<file path="config.mk">
export PLATFORM = sky130hd
export DESIGN_NAME = tx_slot_scheduler
export DESIGN_NICKNAME = d
export VERILOG_FILES = /design/src/rtl/tx_slot_scheduler.sv
export SDC_FILE = /design/constraint.sdc
export NUM_CORES = 1
export LEC_CHECK = 0
export BUFFER_PORTS_ARGS = -buffer_cell sky130_fd_sc_hd__buf_4
export CORE_MARGIN = 2
export CORE_UTILIZATION = 35
export CTS_CLUSTER_DIAMETER = 40
export CTS_CLUSTER_SIZE = 14
export DETAILED_ROUTE_END_ITERATION = 12
export MAX_ROUTING_LAYER = met4
export PLACE_DENSITY_LB_ADDON = 0.12
export SLEW_MARGIN = 5
export SYNTH_ARGS = -nofsm -noshare
export SYNTH_HDL_FRONTEND = slang
export SYNTH_SLANG_ARGS = --single-unit
export TNS_END_PERCENT = 20
</file>
<file path="constraint.sdc">
create_clock -name clk -period 4.59 [get_ports clk]
set_clock_uncertainty 0.15 [all_clocks]
set_input_delay 0.2295 -clock clk [delete_from_list [all_inputs] [get_ports clk]]
set_output_delay 0.2295 -clock clk [all_outputs]
set_load 0.02 [all_outputs]
</file>
<file path="src/rtl/tx_slot_scheduler.sv">
// tx_slot_scheduler: TDMA slot/frame counters, fixed-priority ctrl/data arbitration,
// registered one-cycle grants inside the slot start window, and radio ownership tracking.
// Optional BUSY watchdog (tx_abort / sticky tx_err) is built when TX_TIMEOUT_EN is defined.
module tx_slot_scheduler #(
    parameter int unsigned SLOT_CYCLES  = 16,
    parameter int unsigned NUM_SLOTS    = 64,
    parameter int unsigned START_WINDOW = 4,
    parameter int unsigned TX_TIMEOUT   = 32
) (
    input  logic       clk,
    input  logic       rst,
    input  logic       en,
    input  logic       frame_sync,
    input  logic [5:0] myTimeslot,
    input  logic       low_E,
    input  logic       route_valid,
    input  logic       req_ctrl,
    input  logic       req_data,
    input  logic       tx_done,
    output logic       grant_ctrl,
    output logic       grant_data,
    output logic       tx_busy,
    output logic       tx_kind,
    output logic [5:0] cur_slot,
    output logic       tx_abort,
    output logic       tx_err
);
    localparam int unsigned CycleW = $clog2(SLOT_CYCLES);
    localparam int unsigned SlotW  = 6;
    localparam logic [CycleW-1:0] LastCycle = CycleW'(SLOT_CYCLES - 1);
    localparam logic [SlotW-1:0]  LastSlot  = SlotW'(NUM_SLOTS - 1);

    // Reject parameter sets the counters and watchdog cannot represent
    if (SLOT_CYCLES < 8 || (SLOT_CYCLES & (SLOT_CYCLES - 1)) != 0 || NUM_SLOTS == 0 ||
        NUM_SLOTS > 64 || START_WINDOW > SLOT_CYCLES || TX_TIMEOUT == 0) begin : gBadConfig
        $error("tx_slot_scheduler: illegal parameter set");
    end

    typedef enum logic [1:0] {
        StIdle  = 2'd0,
        StBusy  = 2'd1,
        StGuard = 2'd2
    } stateT;

    stateT             state;
    stateT             stateNext;
    logic [CycleW-1:0] cycleCnt;
    logic              sentThisSlot;
    logic              boundaryNext;
    logic              windowOpen;
    logic              ctrlEligible;
    logic              dataEligible;
    logic              issueGrant;
    logic              doneCounted;
    logic              timeoutFire;
    logic              grantCtrlNext;
    logic              grantDataNext;
    logic              busyNext;
    logic              kindNext;

    // Free-running slot/frame counters; frame_sync realigns both to zero
    always_ff @(posedge clk) begin
        if (rst) begin
            cycleCnt <= '0;
            cur_slot <= '0;
        end else if (frame_sync) begin
            cycleCnt <= '0;
            cur_slot <= '0;
        end else if (cycleCnt == LastCycle) begin
            cycleCnt <= '0;
            cur_slot <= (cur_slot == LastSlot) ? '0 : cur_slot + 6'd1;
        end else begin
            cycleCnt <= cycleCnt + CycleW'(1);
        end
    end

    // Request eligibility for the current cycle; ctrl wins whenever both qualify
    always_comb begin
        boundaryNext = frame_sync || (cycleCnt == LastCycle);
        windowOpen   = en && (state == StIdle) && (32'(cycleCnt) < START_WINDOW) && !sentThisSlot;
        ctrlEligible = windowOpen && req_ctrl && ((cur_slot == '0) || (cur_slot == myTimeslot));
        dataEligible = windowOpen && req_data && (cur_slot == myTimeslot) && !low_E && route_valid;
        issueGrant   = ctrlEligible || dataEligible;
        // tx_done coinciding with the grant pulse belongs to the previous owner, not this one
        doneCounted  = (state == StBusy) && tx_done && !(grant_ctrl || grant_data);
    end

    // One grant per slot: set on grant, cleared when the next cycle starts a new slot
    always_ff @(posedge clk) begin
        if (rst) begin
            sentThisSlot <= 1'b0;
        end else if (issueGrant) begin
            sentThisSlot <= 1'b1;
        end else if (boundaryNext) begin
            sentThisSlot <= 1'b0;
        end
    end

`ifdef TX_TIMEOUT_EN
    localparam int unsigned WdW = $clog2(TX_TIMEOUT + 1);
    logic [WdW-1:0] wdCnt;

    // Watchdog: age of the current transmission, zero in the grant cycle
    always_ff @(posedge clk) begin
        if (rst) begin
            wdCnt <= '0;
        end else if (issueGrant) begin
            wdCnt <= '0;
        end else if (state == StBusy) begin
            wdCnt <= wdCnt + WdW'(1);
        end
    end

    assign timeoutFire = (state == StBusy) && !doneCounted && (wdCnt == WdW'(TX_TIMEOUT - 1));

    // Abort pulse and sticky error; reset never produces an abort
    always_ff @(posedge clk) begin
        if (rst) begin
            tx_abort <= 1'b0;
            tx_err   <= 1'b0;
        end else begin
            tx_abort <= timeoutFire;
            if (timeoutFire) begin
                tx_err <= 1'b1;
            end
        end
    end
`else
    assign timeoutFire = 1'b0;
    assign tx_abort    = 1'b0;
    assign tx_err      = 1'b0;
`endif

    // FSM state register
    always_ff @(posedge clk) begin
        if (rst) begin
            state <= StIdle;
        end else begin
            state <= stateNext;
        end
    end

    // FSM next state: IDLE -> BUSY on grant, BUSY -> GUARD on done (or IDLE on timeout), GUARD -> IDLE
    always_comb begin
        stateNext = state;
        unique case (state)
            StIdle: begin
                if (issueGrant) begin
                    stateNext = StBusy;
                end
            end
            StBusy: begin
                if (doneCounted) begin
                    stateNext = StGuard;
                end else if (timeoutFire) begin
                    stateNext = StIdle;
                end
            end
            StGuard: stateNext = StIdle;
            default: stateNext = StIdle;
        endcase
    end

    // FSM outputs: next values of the registered grant/busy/kind outputs
    always_comb begin
        grantCtrlNext = 1'b0;
        grantDataNext = 1'b0;
        busyNext      = (stateNext != StIdle);
        kindNext      = tx_kind;
        if (issueGrant) begin
            grantCtrlNext = ctrlEligible;
            grantDataNext = !ctrlEligible;
            kindNext      = !ctrlEligible;
        end
    end

    // Output registers
    always_ff @(posedge clk) begin
        if (rst) begin
            grant_ctrl <= 1'b0;
            grant_data <= 1'b0;
            tx_busy    <= 1'b0;
            tx_kind    <= 1'b0;
        end else begin
            grant_ctrl <= grantCtrlNext;
            grant_data <= grantDataNext;
            tx_busy    <= busyNext;
            tx_kind    <= kindNext;
        end
    end

endmodule
</file>
# Word-level counts from Yosys, hierarchy flattened
# Index checks and enable logic that the tools add are counted.
# W data, S select, Z words.
# op_classes
add_sub_neg	2
multipliers	0
n_div	0
n_lt_le_gt_ge	1
eq_ne	4
shift	0
muxes	6
n_bitwise	1
reduce_logical	26
# op_table
op	count
$logic_and A1 B1 Y1	11
$add A6 B1 Y6 const B	1
$eq A6 B6 Y1	1
$eq A6 B6 Y1 const B	1
$logic_not A6 Y1	1
$mux W6	1
$add A4 B1 Y4 const B	1
$eq A4 B4 Y1 const B	1
$logic_not A1 Y1	4
$logic_or A1 B1 Y1	4
$lt A4 B3 Y1 const B	1
$mux W2	2
$pmux W2 S2	1
$reduce_bool A2 Y1	2
$reduce_or A2 Y1	2
$reduce_or A3 Y1	1
$eq A2 B1 Y1 const B	1
$logic_not A2 Y1	1
$mux W1	2
$not A1 Y1	1
# word_totals
ff_bits	17
latch_bits	0
ram_bits	0
mem_bits_ro	0
mem_count	0

# Longest topological paths before layout
# depth
depth_word	12
mapped_depth	6
mapped_depth_nobuf	5

# Worst setup path before layout
# No wires, ideal clock.
# synth_path
kind	register to register
start	reg sentThisSlot
end	reg tx_busy
arrival_time_ps	1456
t_required_ps	4365
setup_slack_ps	2910
path_stages_with_launch	5
period_less_slack_ps	1680
path_cell_list	dfxtp_1 -> or4b_4 -> nor4_2 -> a22oi_2 -> a31oi_2
# synth_between
elab_chain_len	10
elab_cells_between_ends	12
classes_between	mux (2); reduce/logical (10)
# synth_rtl
item	line	rtl
start, declared	48	logic sentThisSlot;
start signal, assigned	91	sentThisSlot <= 1'b0;
start signal, assigned	93	sentThisSlot <= 1'b1;
start signal, assigned	95	sentThisSlot <= 1'b0;
$logic_not A1 Y1 (*)	80	windowOpen = en && (state == StIdle) && (32'(cycleCnt) < START_WINDOW) && !sentThisSlot;
$logic_and A1 B1 Y1 (*)	80	
$logic_and A1 B1 Y1 (4 in a row)	82	dataEligible = windowOpen && req_data && (cur_slot == myTimeslot) && !low_E && route_valid;
$logic_or A1 B1 Y1 (*)	83	issueGrant = ctrlEligible || dataEligible;
$mux W2 (*)	148	if (issueGrant) begin
$pmux W2 S2 (*)	146	unique case (state)
$reduce_bool A2 Y1 (*)	168	busyNext = (stateNext != StIdle);
end signal, assigned	187	tx_busy <= busyNext;
end, declared	22	output logic tx_busy,
# Every way passes the cells marked *; elsewhere a longest branch is shown, timed or not.
# A chain may end at the register's enable or synchronous reset.

# Worst setup path in the final report
# layout_path
start	reg sentThisSlot
end	reg state[0]
# layout_between
elab_chain_len	9
elab_cells_between_ends	11
classes_between	mux (2); reduce/logical (9)
# layout_rtl
item	line	rtl
$logic_not A1 Y1 (*)	80	
$logic_and A1 B1 Y1 (*)	80	
$logic_and A1 B1 Y1 (4 in a row)	82	
$logic_or A1 B1 Y1 (*)	83	
$mux W2 (*)	148	
$pmux W2 S2 (*)	146	
end signal, assigned	137	state <= StIdle;
end signal, assigned	139	state <= stateNext;
end, declared	45	stateT state;
# Marks and branches as above.

==> results.txt <==
Tcrit/Tclk final: 39.2%
vias per cell: 4.64
Startpoint Class: flop
Synth area leaders: dfxtp_1, xor2_1, nor2_1
pwr dens: 247 mW/mm²
Reg area: 340 µm²
CP Class: flop to flop
clock share of power: 30.0%
hold-critical path endpoint: state[1]$_SDFF_PP0_
WP data arrival: 1.86 ns
area share of the largest cell type after synthesis: 40.7%
largest net degree at the start of global routing: 10
Mapped Cells: 92
final WL: 1.63 mm
routed wl met3: 103 µm
flop2flop setup slack: 2.79 ns
critical path required time: 4.65 ns
number of synthesized register bits: 17
number of H-tree levels: 1
Worst Setup End Kind: flop
top cells by count, synth: nor2_1, dfxtp_1, xor2_1
share of cells above drive strength 1: 31.9%
Die Ht: 52.9 µm
Placeable Area: 0.00223 mm²
commonest register cell after synthesis: dfxtp_1
Die W: 52.9 µm
Comb pwr share: 12.5%
GRT Util Overall: 14.6%
Initial Util: 37.4%
io pins: 27
first-pass GRT wire length: 2.84 mm
TritonCTS clock tree: built
yosys warns: 0
final antenna diode count: 0
fin nets: 138
vias post-DR: 682
WL per Instance: 11.1 µm
row cnt: 17
fin util: 48.0%
grt ovf: 0
library cells used by synthesis: 28
drt pass-1 iters: 4
combined area of the multi-input logic cells: 469 µm²
Cell Int Power: 0.202 mW
leakage power: 0.447 nW
Synth async-reset ratio: 0%
port buffer count: 24
clock sink count: 17
syn_area_per_cell: 9.08 µm²
run status: finished clean
Slew Viols, Final: 0
Achievable Freq: 0.556 GHz
die area: 0.00279 mm²
Sw Share: 23.6%
clk buf depth: 2
gpl congestion: 0.872
maximum vdd ir drop: 0.000217 V
area leader, netlist: dfxtp_1
cts repair resizes: 0
DR iter-0 viols: 6
CTS clock-pin slew for the worst setup and hold paths: 0.09 ns
maxcap violations: 0
EDFF count, synth: 0
Post-CTS Setup Bufs: 0
area added between synthesis and finish: 28.3%
Filler cells: 238
final setup fails: 0
RSZ-0062 raised after global routing: false
metal1 wirelength: 727 µm
vias in the first global route: 649
highest routed layer: met4
HPWL Detailed: 1.33 mm
Hold Buf Count CTS: 1
worst r2r src: sentThisSlot$_SDFFE_PP0P_
R2R depth: 4
initial antenna violation count: 0
Clock Latency Late Sink: 0.29 ns
DRT antenna net count: 0
# DRC: 0
Fin. Hold Viols: 0
Tmin final: 1.80 ns
CP max FO: 4
Final TNS setup: 0 ns
post-synthesis sequential area ratio: 40.7%
TritonCTS buffer count: 3
Flop pwr share: 57.5%
most common cell in the netlist: nor2_1
Mapped Area: 836 µm²
Cells on Worst Hold Path: 3
met2 wire length: 783 µm
hold crit path type: primary input to flop
R2R Path End: state[0]$_SDFF_PP0_
hold path start: tx_done
Root Buffer: clkbuf_4
Psw: 0.0625 mW
## how the worst max path moves through the flow
stage	start	endpoint	slack [ns]	cells past startpoint
after floorplan	sentThisSlot$_SDFFE_PP0P_	tx_busy$_SDFF_PP0_	2.91	4
after global placement	sentThisSlot$_SDFFE_PP0P_	tx_kind$_SDFFE_PP0P_	2.85	4
after detailed placement	sentThisSlot$_SDFFE_PP0P_	sentThisSlot$_SDFFE_PP0P_	2.81	4
after CTS	sentThisSlot$_SDFFE_PP0P_	state[0]$_SDFF_PP0_	2.78	4
after global routing	cur_slot[5]$_SDFFE_PP0P_	state[0]$_SDFF_PP0_	2.67	4
final	sentThisSlot$_SDFFE_PP0P_	state[0]$_SDFF_PP0_	2.79	4
## power by group through the flow
stage	combinational [mW]	sequential (mW)	clock, mW
final	0.0331	0.152	0.0794
after global routing	0.0363	0.153	0.0918
after CTS	0.0336	0.152	0.0826
after detailed placement	0.0328	0.156	0
after global placement	0.0324	0.156	0
after floorplan	0.0179	0.157	0
## area by class of cell
| type | count | area share [%] |
|---|---|---|
| multi-input cells | 70 | 43.8 |
| inverters | 3 | 1.05 |
| well taps | 28 | 3.27 |
| clock buffers | 4 | 2.45 |
| repair buffers | 25 | 17.7 |
| flip-flops and latches | 17 | 31.7 |
## cells by family (layout without fill, tap and decap cells)
| family | Yosys count | in the layout | synth area share (%) |
|---|---|---|---|
| other | 1 | 2 | 0.449 |
| adders and majority gates | 3 | 3 | 4.49 |
| xor gates and xnor gates | 13 | 13 | 13.6 |
| AOI/OAI and AO/OA | 9 | 9 | 8.68 |
| buffers and inverters | 6 | 32 | 3.59 |
| and+or+nand+nor | 43 | 43 | 28.4 |
| DFF | 17 | 17 | 40.7 |
## per-stage QoR
step           hold WS [ns]  worst slack, ns  instances  power, mW  instance area (µm²)
6_report             0.0654             2.79        147      0.265                 1070
5_1_grt              0.0548             2.67        147      0.281                 1070
4_1_cts              0.0644             2.78        147      0.269                 1070
3_5_place_dp          0.290             2.81        142      0.189                 1040
3_3_place_gp          0.287             2.85        142      0.188                 1040
2_1_floorplan         0.145             2.91         93      0.175                  840
## flip-flops by register name (all words and copies together) (netlist names)
signal	count
state	2
tx_kind	1
sentThisSlot	1
cur_slot	6
cycleCnt	4
grant_ctrl	1
tx_busy	1
grant_data	1
## routing by layer
| layer | GRT usage [%] | up-vias |
|---|---|---|
| met2 | 22.5 | 18 |
| met1 | 17.7 | 298 |
| li1 | - | 364 |
| met3 | 5.93 | 2 |
| met4 | 3.85 | 0 |
| met5 | - | - |
## worst max-delay path, cell delays in order (launching register included)
cell and delay [ns]:
dfxtp_1 0.32, or4b_4 0.56, nor4_2 0.27, nand3_1 0.21
a31oi_1 0.22
## layout by cell type (no fill, tap or decap), drive strengths merged
cell type    count
conb             2
or2              1
buf             24
a22oi            1
nand2            4
dlygate4sd3      1
ha               3
a31o             1
xnor2            5
and2             1
inv              3
dfxtp           17
nand2b           2
nor4             4
and3             2
a21oi            3
nand3            5
nor3b            1
or3b             1
or4b             1
nor3             2
a31oi            3
nor2            18
clkbuf           4
a221o            1
xor2             8
nand3b           1
(Power assumes the default switching activity.)
